**config.mk**
```make
export PLATFORM = sky130hd
export DESIGN_NAME = dec_seq_flat
export DESIGN_NICKNAME = d
export VERILOG_FILES = /design/src/rtl/dec_seq_pkg.sv /design/src/rtl/dec_seq_if.sv /design/src/rtl/dec_onehot.sv /design/src/rtl/dec_seq.sv /design/src/flat_wrapper.sv
export SDC_FILE = /design/constraint.sdc
export NUM_CORES = 1
export LEC_CHECK = 0
export BUFFER_PORTS_ARGS = -buffer_cell sky130_fd_sc_hd__buf_4
export CORE_AREA = 2 2 39 41
export DETAILED_ROUTE_END_ITERATION = 6
export DIE_AREA = 0 0 41 43
export PLACE_DENSITY = 0.67
export SLEW_MARGIN = 30
export SYNTH_ARGS = -nofsm -noshare
export SYNTH_HDL_FRONTEND = slang
export SYNTH_SLANG_ARGS = --single-unit
```
**constraint.sdc**
```tcl
create_clock -name Clock -period 3.8 [get_ports Clock]
set_clock_uncertainty 0.05 [all_clocks]
set_input_delay 0.19 -clock Clock [delete_from_list [all_inputs] [get_ports Clock]]
set_output_delay 0.19 -clock Clock [all_outputs]
set_load 0.1 [all_outputs]
```
**src/rtl/dec_seq_pkg.sv**
```systemverilog
// dec_seq_pkg: shared defaults, next-state op encoding and output-count helper for dec_seq
//   REG_SEL_*  : register-select decoder instance defaults (load mode)
//   TSTEP_*    : time-step sequencer instance defaults (step mode)
//   outs()     : number of one-hot outputs for a given index width
package dec_seq_pkg;
  localparam int REG_SEL_WIDTH = 3;
  localparam int REG_SEL_LAST = 7;
  localparam int TSTEP_WIDTH = 2;
  localparam int TSTEP_LAST = 3;
  typedef enum logic [1:0] {OP_HOLD, OP_STEP, OP_LOAD, OP_CLEAR} op_e;
  function automatic int outs(input int width);
    return 1 << width;
  endfunction
endpackage

```
**src/rtl/dec_seq_if.sv**
```systemverilog
// dec_seq_if: control/status bundle for dec_seq
//   master drives En, Clear, Load, W, Step and observes Idx, Y, Wrap
//   slave (the decoder) receives controls and drives Idx, Y, Wrap
interface dec_seq_if #(parameter int WIDTH = 3);
  logic En;
  logic Clear;
  logic Load;
  logic [WIDTH-1:0] W;
  logic Step;
  logic [WIDTH-1:0] Idx;
  logic [0:(1<<WIDTH)-1] Y;
  logic Wrap;
  modport master (output En, Clear, Load, W, Step, input Idx, Y, Wrap);
  modport slave (input En, Clear, Load, W, Step, output Idx, Y, Wrap);
endinterface

```
**src/rtl/dec_onehot.sv**
```systemverilog
// dec_onehot: combinational WIDTH-to-2**WIDTH one-hot decoder with enable
//   W  : index to decode
//   En : when low all outputs are zero
//   Y  : one-hot, Y[0] corresponds to W == 0
module dec_onehot #(
  parameter int WIDTH = 3
) (
  input  logic [WIDTH-1:0] W,
  input  logic En,
  output logic [0:(1<<WIDTH)-1] Y
);
  for (genvar i = 0; i < (1 << WIDTH); i++) begin : g_dec
    assign Y[i] = En && (W == WIDTH'(i));
  end
endmodule

```
**src/rtl/dec_seq.sv**
```systemverilog
// dec_seq: registered one-hot decoder with loadable / steppable / clearable index
//   Clock  : rising-edge clock
//   Resetn : asynchronous active-low reset (Idx=0, Y=0, Wrap=0)
//   bus    : dec_seq_if slave -- En, Clear, Load, W, Step in; Idx, Y, Wrap out
//   Optional macro DEC_SEQ_SATURATE_EN: stepping saturates at LAST and Wrap
//   becomes a level flag meaning Idx == LAST; otherwise stepping wraps to 0
//   and Wrap pulses for one cycle on the wrapping edge.
module dec_seq
  import dec_seq_pkg::*;
#(
  parameter int WIDTH = REG_SEL_WIDTH,
  parameter int LAST = (1 << WIDTH) - 1
) (
  input logic Clock,
  input logic Resetn,
  dec_seq_if.slave bus
);
  localparam int OUTS = outs(WIDTH);
  localparam logic [WIDTH-1:0] LAST_V = WIDTH'(LAST);
  op_e op;
  logic [WIDTH-1:0] idx_q, idx_next;
  logic [0:OUTS-1] y_next, y_q;
  logic at_last, wrap_next, wrap_q;
  always_comb begin
    op = bus.Clear ? OP_CLEAR : bus.Load ? OP_LOAD : bus.Step ? OP_STEP : OP_HOLD;
    // >= rather than == so a loaded index above LAST still leaves via the wrap path
    at_last = idx_q >= LAST_V;
`ifdef DEC_SEQ_SATURATE_EN
    idx_next = op == OP_CLEAR ? '0 : op == OP_LOAD ? bus.W :
               (op == OP_STEP && !at_last) ? idx_q + 1'b1 : idx_q;
    wrap_next = idx_next == LAST_V;
`else
    idx_next = op == OP_CLEAR ? '0 : op == OP_LOAD ? bus.W :
               op == OP_STEP ? (at_last ? '0 : idx_q + 1'b1) : idx_q;
    wrap_next = op == OP_STEP && at_last;
`endif
  end
  // decode the next index so Y lines up with Idx after the same edge
  dec_onehot #(.WIDTH(WIDTH)) u_onehot (
    .W(idx_next),
    .En(bus.En),
    .Y(y_next)
  );
  always_ff @(posedge Clock or negedge Resetn) begin
    if (!Resetn) begin
      idx_q <= '0;
      y_q <= '0;
      wrap_q <= 1'b0;
    end else begin
      idx_q <= idx_next;
      y_q <= y_next;
      wrap_q <= wrap_next;
    end
  end
  assign bus.Idx = idx_q;
  assign bus.Y = y_q;
  assign bus.Wrap = wrap_q;
endmodule
```
**src/flat_wrapper.sv**
```systemverilog
// flat-port wrapper written by rule: the top's interface ports become plain ports
module dec_seq_flat import dec_seq_pkg::*;
#(
  parameter int WIDTH = REG_SEL_WIDTH,
  parameter int LAST = (1 << WIDTH) - 1
)
  (Clock, Resetn, bus_En, bus_Clear, bus_Load, bus_W, bus_Step, bus_Idx, bus_Y, bus_Wrap);
  dec_seq_if #(.WIDTH(WIDTH)) bus_i ();
  input logic Clock;
  input logic Resetn;
  input wire logic [$bits(bus_i.En)-1:0] bus_En;
  input wire logic [$bits(bus_i.Clear)-1:0] bus_Clear;
  input wire logic [$bits(bus_i.Load)-1:0] bus_Load;
  input wire logic [$bits(bus_i.W)-1:0] bus_W;
  input wire logic [$bits(bus_i.Step)-1:0] bus_Step;
  output wire logic [$bits(bus_i.Idx)-1:0] bus_Idx;
  output wire logic [$bits(bus_i.Y)-1:0] bus_Y;
  output wire logic [$bits(bus_i.Wrap)-1:0] bus_Wrap;
  assign bus_i.En = bus_En;
  assign bus_i.Clear = bus_Clear;
  assign bus_i.Load = bus_Load;
  assign bus_i.W = bus_W;
  assign bus_i.Step = bus_Step;
  assign bus_Idx = bus_i.Idx;
  assign bus_Y = bus_i.Y;
  assign bus_Wrap = bus_i.Wrap;
  dec_seq #(.WIDTH(WIDTH), .LAST(LAST)) u_core (.Clock(Clock), .Resetn(Resetn), .bus(bus_i));
endmodule
```
==> Word-level counts from Yosys, hierarchy flattened <==
Index checks and enable logic that the tools add are counted.
{ "totals": {"reg_bits": 12, "out_inout_bits": 12} }
{ "op_classes": {"order_cmp": 1, "n_eq_ne": 10, "reduce_logical": 10, "n_mux": 7, "add_sub_neg": 1} }
{ "ops": {"columns": ["op", "n"], "rows": [
  ["3-bit == test, second input constant", 4],
  ["3-bit 2-to-1 mux", 4],
  ["1-bit logical AND", 9],
  ["3-bit by 2-bit == test with 1-bit output, second input constant", 2],
  ["2-bit == test, second input constant", 2],
  ["2-bit 2-to-1 mux", 2],
  ["3-bit by 1-bit adder with 3-bit output, second input constant", 1],
  ["3-bit by 1-bit == test with 1-bit output, second input constant", 1],
  ["3-bit greater-or-equal comparator, second input constant", 1],
  ["3-bit logical NOT", 1],
  ["2-bit by 1-bit == test with 1-bit output, second input constant", 1],
  ["1-bit 2-to-1 mux", 1]
]} }

==> Depth between registers and ports, before layout <==
Gate-level depths: netlist of run 1.
{ "logic_depth": {"word_depth": 9, "depth_mapped": 7, "ltp_nobuf": 7} }

==> Cells and area by module <==
From an unflattened synthesis of run 1, not the netlist that was laid out.
{ "hier_totals": {"cells_unflattened": 37, "area_unflattened_um2": 521.8} }
{ "modules_own_cells": {"columns": ["mod", "cells_each", "area_each_um2", "instances"], "rows": [
  ["dec_seq", 29, 425.4, 1],
  ["dec_onehot", 8, 96.3, 1]
]} }

==> Least setup slack after synthesis of run 1 <==
OpenSTA, ideal clock, no wires.
{ "synth_path": {"path_type": "register -> register", "start": "register u_core.idx_q[0], in the netlist u_core.bus.Idx[0]", "end": "register u_core.y_q, in the netlist u_core.bus.Y[2]", "arrival_time_ps": 2298, "setup_ps": 123, "required_time_ps": 3627, "path_stages_with_launch": 8, "slack_ps": 1329, "period_less_slack_ps": 2471, "path_cell_list": "dfrtp_1 -> ha_1 -> ha_1 -> a31oi_1 -> nor4b_1 -> or4_1 -> inv_1 -> nor3_1"} }
{ "synth_via": {"elab_chain_len": 7, "word_cells_on_any_way": 8, "classes_between": "add/sub: 1; order compare: 1; eq/ne: 1; mux: 4; reduce/logical: 1"} }
{ "synth_lines": {"columns": ["item", "line_no", "text"], "rows": [
  ["start, declared", "dec_seq.sv:21", "logic [WIDTH-1:0] idx_q, idx_next;"],
  ["start signal, assigned", "dec_seq.sv:50", "idx_q <= idx_next;"],
  ["3-bit by 1-bit adder with 3-bit output / 3-bit greater-or-equal comparator (equally long branches)", "dec_seq.sv:34, dec_seq.sv:27", null],
  ["3-bit 2-to-1 mux (*) (2 in series)", "dec_seq.sv:34", "op == OP_STEP ? (at_last ? '0 : idx_q + 1'b1) : idx_q;"],
  ["3-bit 2-to-1 mux (*) (2 in series)", "dec_seq.sv:33", "idx_next = op == OP_CLEAR ? '0 : op == OP_LOAD ? bus.W :"],
  ["via u_core.idx_next[2]", "dec_seq.sv:21", null],
  ["3-bit by 2-bit == test with 1-bit output (*)", "dec_onehot.sv:13", "assign Y[i] = En && (W == WIDTH'(i));"],
  ["1-bit logical AND (*)", "dec_onehot.sv:13", null],
  ["via u_core.u_onehot.Y, one bit", "dec_onehot.sv:10", "output logic [0:(1<<WIDTH)-1] Y"],
  ["end signal, assigned", "dec_seq.sv:51", "y_q <= y_next;"],
  ["end, declared", "dec_seq.sv:22", "logic [0:OUTS-1] y_next, y_q;"]
]} }
Mark *: on every way through the listed nets, which the timed path passes. The rest lies on a longest branch.

==> Worst setup path after layout of run 1 <==
Same ends and word-level chain as after synthesis.

==> flow_summary_export.csv, run 1 <==
group,metric,value,unit
finish,fill_cells,132,
timing,drv_slew,0,
grt,track_usage,0.145,
routing,route.vias.total,437,
synth,avgSynthCellArea,10.8,sq um
clock_network,cts.sinks,12,
timing,max_freq,0.482,GHz
timing,tightest_slew,0.408,ns
power,ir_drop,160,uV
clock_network,cts_root_buf,"clkbuf_4",
placement,placed_area,694,sq um
finish,seqCellArea,300,sq um
timing,setup_tns,0,ns
timing,post-route-period-util,0.546,
finish,final_cell_mix,"20 x buf_4, 12 x dfrtp_1, 6 x nor2_1",
synth,synth_top_cell_by_area,"dfrtp_1",
grt,grt_pass1_vias,408,
routing,totalWireLength,998,um
clock_network,cts_tree,"done",
timing,finalHoldViolations,0,
finish,diodes,0,
setup_path,cp.required,3.89,ns
setup_path,setup.worst_path.end_class,"flip-flop",
routing,ant_nets,0,
floorplanning,start_util,0.382,
timing,period_needed,2.08,ns
synth,syn_nets,60,
synth,ys_types,23,
floorplanning,die_x,41,um
routing,drc_errors,0,
power,p_comb_frac,0.268,
grt,antenna_found_initial,0,
clock_network,clk_latency,0.26,ns
routing,wl_per_cell,11.2,um
run,cap_violations,0,
finish,fin_nets,85,
floorplanning,row_count,14,
floorplanning,fp.dieArea,1760,sq um
power,seqPwrFrac,0.432,
setup_path,path_class,"flip-flop to flip-flop",
power,intPower,0.214,mW
routing,drtPass1Iterations,2,
routing,avgViaCountPerCell,4.91,
power,leakagePower,0.389,nW
setup_path,critPathMaxFanout,6,
finish,drive_gt1_frac,0.329,
power,p_sw,0.104,mW
floorplanning,core_area,1380,sq um
synth,yosys.area.top_type_share,0.567,
routing,dr.first_iter.drc_count,3,
finish,layout_commonest_cell,"buf_4",
clock_network,clock_path_buffers,2,
synth,ys_warn_count,0,
min_path,hold_path.class,"primary input to flip-flop",
clock_network,cts_max_level,1,
timing,finalSetupViolations,0,
power,clkPwrFrac,0.301,
placement,gp_congestion,0.844,
finish,final_area,741,sq um
setup_path,start_kind,"flip-flop",
clock_network,cts_buffers,3,
synth,syn-instance-count,49,
synth,syn_area,529,sq um
timing,relSlewSlack,0.726,
clock_network,cts_resized,0,
grt,grt_pass1_wl,1.70,mm
synth,ys_ff_latch,12,
synth,synthTopCellsByArea,"dfrtp_1 57%, ha_1 4.7%, nor2_1 4.3%",
floorplanning,ios,21,
finish,multi_input_area,216,sq um
grt,gr-total-overflow,0,
floorplanning,die_h,43,um
timing,rsz0062_at_grt,"false",
grt,grt_max_degree,13,
power,power_switching_share,0.328,
power,power_density,429,nW/um^2
run_status,outcome,"finished, final reports clean",
placement,io_buffers,20,
finish,syn2layout_area_growth,40.0,%
setup_path,crit_arrival,2.17,ns
clock_network,path_clk_slew,0.08,ns
synth,yosysSeqAreaShare,0.567,
placement,dp_hpwl,814,um
==> worst paths after layout <==
path,end,startpoint,slack (ns),depth (start not counted)
max in group asynchronous,u_core.bus.Y[4]$_DFF_PN0_,Resetn,3.30,2
setup reg to reg,u_core.bus.Y[2]$_DFF_PN0_,u_core.bus.Idx[0]$_DFF_PN0_,1.72,7
setup / recovery,u_core.bus.Y[2]$_DFF_PN0_,u_core.bus.Idx[0]$_DFF_PN0_,1.72,7
min in group asynchronous,u_core.bus.Y[0]$_DFF_PN0_,Resetn,0.24,2
hold reg to reg,u_core.bus.Wrap$_DFF_PN0_,u_core.bus.Idx[1]$_DFF_PN0_,0.64,2
hold / removal,u_core.bus.Idx[1]$_DFF_PN0_,bus_Clear,0.09,2
==> cell type report <==
type                            instances  area share
Multi-Input combinational cell         34       0.292
Clock buffer                            4      0.0490
Timing Repair Buffer                   21       0.216
Sequential cell                        12       0.405
Tap cell                               16      0.0270
Inverter                                2      0.0101
==> repair_timing <==
action	4_1_cts	5_1_grt
endpoints found under the hold margin	12	0
hold buffers	1	0
setup buffers	0	0
==> cells in the mapped netlist (all sizes together) <==
| cell | instances |
|---|---|
| or3b | 1 |
| nand3b | 1 |
| or3 | 1 |
| dfrtp | 12 |
| mux2i | 1 |
| nor2 | 6 |
| a211oi | 2 |
| or4 | 1 |
| nor3 | 4 |
| nand3 | 1 |
| nor2b | 2 |
| nand2 | 3 |
| nand2b | 2 |
| o311a | 1 |
| a311oi | 1 |
| and2b | 1 |
| buf | 1 |
| ha | 2 |
| and3 | 1 |
| inv | 2 |
| a31oi | 1 |
| nor4b | 1 |
| o21ai | 1 |
==> cell families (layout without fill, tap and decap cells) <==
| family | Yosys count | after routing | synth area share |
|---|---|---|---|
| compound gates | 6 | 6 | 0.0851 |
| fa+ha+maj | 2 | 2 | 0.0473 |
| buf+inv | 3 | 27 | 0.0236 |
| flops | 12 | 12 | 0.567 |
| mux | 1 | 1 | 0.0189 |
| simple gates | 25 | 25 | 0.258 |
==> sequential cells by signal, summed over array words and instances, names as in the netlist <==
name and flops:
u_core.bus.Idx 3, u_core.bus.Wrap 1, u_core.bus.Y 8
==> critical path, cell delays in order (launching register included) <==
cell,delay (ns)
dfrtp_1,0.44
ha_1,0.23
ha_1,0.19
a31oi_1,0.14
nor4b_1,0.08
or4_1,0.59
inv_1,0.17
nor3_1,0.08
==> power by group through the flow <==
stage          combinational [mW]  clock (mW)  sequential [mW]
5_1_grt                    0.0916       0.107            0.138
3_5_place_dp               0.0849           0            0.140
2_1_floorplan              0.0187           0            0.181
3_3_place_gp               0.0846           0            0.139
6_report                   0.0851      0.0957            0.137
4_1_cts                    0.0857      0.0977            0.137
==> through the flow <==
stage / instances / worst slack (ns) / utilization / hold slack, ns / power, mW
3_5_place_dp: 84 / 1.73 / 0.502 / -0.0158 / 0.225
6_report: 89 / 1.72 / 0.535 / 0.0946 / 0.318
3_3_place_gp: 84 / 1.79 / 0.502 / -0.0183 / 0.224
5_1_grt: 89 / 1.58 / 0.535 / 0.103 / 0.337
2_1_floorplan: 49 / 1.33 / - / -0.156 / 0.200
4_1_cts: 89 / 1.71 / 0.535 / 0.0915 / 0.321
==> routing by layer <==
| metal | routed length [um] | vias to the layer above | track usage |
|---|---|---|---|
| met5 | 0 | - | 0 |
| met4 | 19 | 0 | 0.0800 |
| met3 | 54 | 2 | 0.0314 |
| met2 | 494 | 16 | 0.219 |
| met1 | 429 | 196 | 0.185 |
| li1 | - | 223 | - |
Note: power is estimated with default switching activity, not from simulation.
==> run 2, diff against run 1 <==
--- a/config.mk
+++ b/config.mk
@@ -5,11 +5,12 @@
 export SDC_FILE = /design/constraint.sdc
 export NUM_CORES = 1
 export LEC_CHECK = 0
+export ABC_AREA = 1
 export BUFFER_PORTS_ARGS = -buffer_cell sky130_fd_sc_hd__buf_4
-export CORE_AREA = 2 2 39 41
+export CORE_MARGIN = 2
+export CORE_UTILIZATION = 40
 export DETAILED_ROUTE_END_ITERATION = 6
-export DIE_AREA = 0 0 41 43
-export PLACE_DENSITY = 0.67
+export PLACE_DENSITY = 0.69
 export SLEW_MARGIN = 30
 export SYNTH_ARGS = -nofsm -noshare
 export SYNTH_HDL_FRONTEND = slang
==> constraint.sdc (replaced) <==
create_clock -name Clock -period 1.9 [get_ports Clock]
set_clock_uncertainty 0.05 [all_clocks]
set_input_delay 0.095 -clock Clock [delete_from_list [all_inputs] [get_ports Clock]]
set_output_delay 0.095 -clock Clock [all_outputs]
set_load 0.1 [all_outputs]
==> flow_summary_export.csv, run 2 <==
group,metric,value,unit
floorplanning,die_x,40.7,um
clock_network,cts_resized,0,
placement,gp_congestion,0.766,
synth,syn-instance-count,61,
setup_path,critPathMaxFanout,4,
grt,grt_max_degree,13,
power,seqPwrFrac,0.454,
synth,synthTopCellsByCount,"13 x nand2_1, 12 x dfrtp_1, 11 x nor2_1",
min_path,hold_path.class,"primary input to flip-flop",
finish,largest_reg_flops,8,
routing,dr.first_iter.drc_count,2,
grt,grt_pass1_wl,1.55,mm
finish,diodes,0,
grt,grt_pass1_vias,371,
synth,yosysMostFrequentCell,"nand2_1",
synth,syn_area,538,sq um
power,clkPwrFrac,0.261,
power,ir_drop,546,uV
setup_path,crit_path_cell_trace,"ha_1 -> ha_1 -> or2_4 -> nand4_1 -> nor2_1",
floorplanning,fp.dieArea,1650,sq um
synth,synth_top_cell_by_area,"dfrtp_1",
finish,syn2layout_area_growth,38.8,%
finish,layout_commonest_cell,"buf_4",
clock_network,cts.sinks,12,
setup_path,critPathMostFrequentCell,"ha_1",
timing,tightest_slew,0.279,ns
setup_path,ff2ff_setup_slack,0.32,ns
clock_network,cts_max_level,1,
routing,totalWireLength,946,um
synth,ys_ff_latch,12,
timing,drv_slew,0,
timing,finalHoldViolations,0,
finish,fill_cells,133,
routing,avgViaCountPerCell,4.47,
placement,io_buffers,20,
synth,synth_async_sr_flop_share,1.00,
synth,synth_edf_count,0,
setup_path,crit_family,"simple AND/OR/NAND/NOR gates",
synth,yosysSeqAreaShare,0.558,
setup_path,start_kind,"flip-flop",
floorplanning,start_util,0.419,
grt,track_usage,0.146,
floorplanning,die_h,40.7,um
timing,setup_tns,0,ns
routing,ant_nets,0,
power,intPower,0.392,mW
power,p_comb_frac,0.285,
floorplanning,core_area,1280,sq um
floorplanning,row_count,13,
clock_network,clk_latency,0.27,ns
setup_path,worst_path_largest_cell_delay,0.43,ns
setup_path,critical_path_buf_inv_count,0,
timing,rsz0062_at_grt,"false",
routing,route.vias.total,451,
routing,wl_per_cell,9.37,um
timing,max_freq,0.632,GHz
floorplanning,ios,21,
synth,ys_types,13,
setup_path,critical_path.slowest_cell,"dfrtp_2",
run_status,outcome,"finished, final reports clean",
timing,relSlewSlack,0.815,
power,power_switching_share,0.354,
setup_path,cp.required,1.99,ns
synth,synthTopCellsByArea,"dfrtp_1 56%, nand2_1 9.1%, nor2_1 7.7%",
finish,finish.utilization,0.581,
synth,avgSynthCellArea,8.82,sq um
run,cap_violations,0,
setup_path,path_class,"flip-flop to flip-flop",
synth,ys_warn_count,0,
clock_network,cts_buffers,3,
synth,ys.flop_type,"dfrtp_1",
synth,yosys.area.top_type_share,0.558,
grt,gr-total-overflow,0,
timing,post-route-period-util,0.833,
clock_network,clock_path_buffers,2,
power,p_sw,0.215,mW
finish,final_cell_mix,"20 x buf_4, 13 x nand2_1, 11 x nor2_1",
clock_network,cts_root_buf,"clkbuf_4",
clock_network,cts_tree,"done",
clock_network,path_clk_slew,0.07,ns
routing,drc_errors,0,
routing,drtPass1Iterations,2,
placement,dp_hpwl,815,um
power,power_density,812,nW/um^2
setup_path,crit_arrival,1.68,ns
finish,fin_nets,98,
timing,period_needed,1.58,ns
grt,antenna_found_initial,0,
timing,finalSetupViolations,0,
finish,drive_gt1_frac,0.360,
synth,syn_nets,72,
power,leakagePower,0.442,nW
setup_path,setup.worst_path.end_class,"flip-flop",
==> run 2: changes by cell type after synthesis, sizes merged, moves of 2 or more <==
cell    delta
nand2     +12
nor3       -4
inv        +7
nor2b      -2
a211oi     -2
nand2b     -2
nand3      +6
nor2       +6
==> run 2: worst min-delay path: stages <==
cell and delay [ns]:
buf_4 0.12, nand2_2 0.10, nor2_1 0.05
==> run 2: per-stage QoR <==
step | hold WS [ns] | instance area (sq um) | setup slack (ns) | instances | power, mW
CTS | 0.0725 | 747 | 0.312 | 101 | 0.614
floorplan | -0.251 | 542 | 0.148 | 61 | 0.403
global route | 0.0774 | 747 | 0.213 | 101 | 0.639
global placement | -0.113 | 711 | 0.331 | 96 | 0.453
finish | 0.0722 | 747 | 0.317 | 101 | 0.606
detailed placement | -0.110 | 711 | 0.337 | 96 | 0.454
==> run 2: path summary, 6_finish.rpt <==
path | start | endpoint | cells after the start
hold reg to reg | u_core.bus.Idx[2]$_DFF_PN0_ | u_core.bus.Wrap$_DFF_PN0_ | 4
max in group asynchronous | Resetn | u_core.bus.Idx[2]$_DFF_PN0_ | 2
setup reg to reg | u_core.bus.Idx[0]$_DFF_PN0_ | u_core.bus.Y[5]$_DFF_PN0_ | 5
min in group asynchronous | Resetn | u_core.bus.Y[7]$_DFF_PN0_ | 2
hold / removal | bus_En | u_core.bus.Y[0]$_DFF_PN0_ | 3
setup / recovery | u_core.bus.Idx[0]$_DFF_PN0_ | u_core.bus.Y[5]$_DFF_PN0_ | 5
==> run 2: layer usage <==
metal	vias up	part of all wire	global-route usage
met1	200	0.42	0.189
met2	13	0.52	0.226
met3	0	0.058	0.0652
met5	-	0	0
met4	0	0	0.0250
li1	238	-	-
==> run 2: power groups by stage <==
stage	logic, mW	registers (mW)	clock network (mW)
floorplan	0.0379	0.366	0
global placement	0.173	0.280	0
detailed placement	0.173	0.281	0
CTS	0.175	0.276	0.163
global route	0.186	0.277	0.176
finish	0.173	0.276	0.158
==> run 2: kinds of logic (layout without fill, tap and decap cells) <==
group                      after synthesis  count (layout)  share of synthesized area
AOI/OAI and AO/OA                        2               2                     0.0186
adders and majority gates                2               2                     0.0465
buffers and inverters                    9              34                     0.0628
DFF                                     12              12                      0.558
and+or+nand+nor                         36              36                      0.314
==> run 2: repair_timing <==
action	4_1_cts	5_1_grt
endpoints found under the hold margin	12	0
hold buffers	1	0
setup buffers	0	0
==> run 2: area by class of cell <==
class	count	area [sq um]	area share
clock buffers	4	26.3	0.0352
inverters	9	33.8	0.0452
multi-input cells	40	204	0.273
flip-flops and latches	12	304	0.407
well taps	15	18.8	0.0251
repair buffers	21	160	0.214
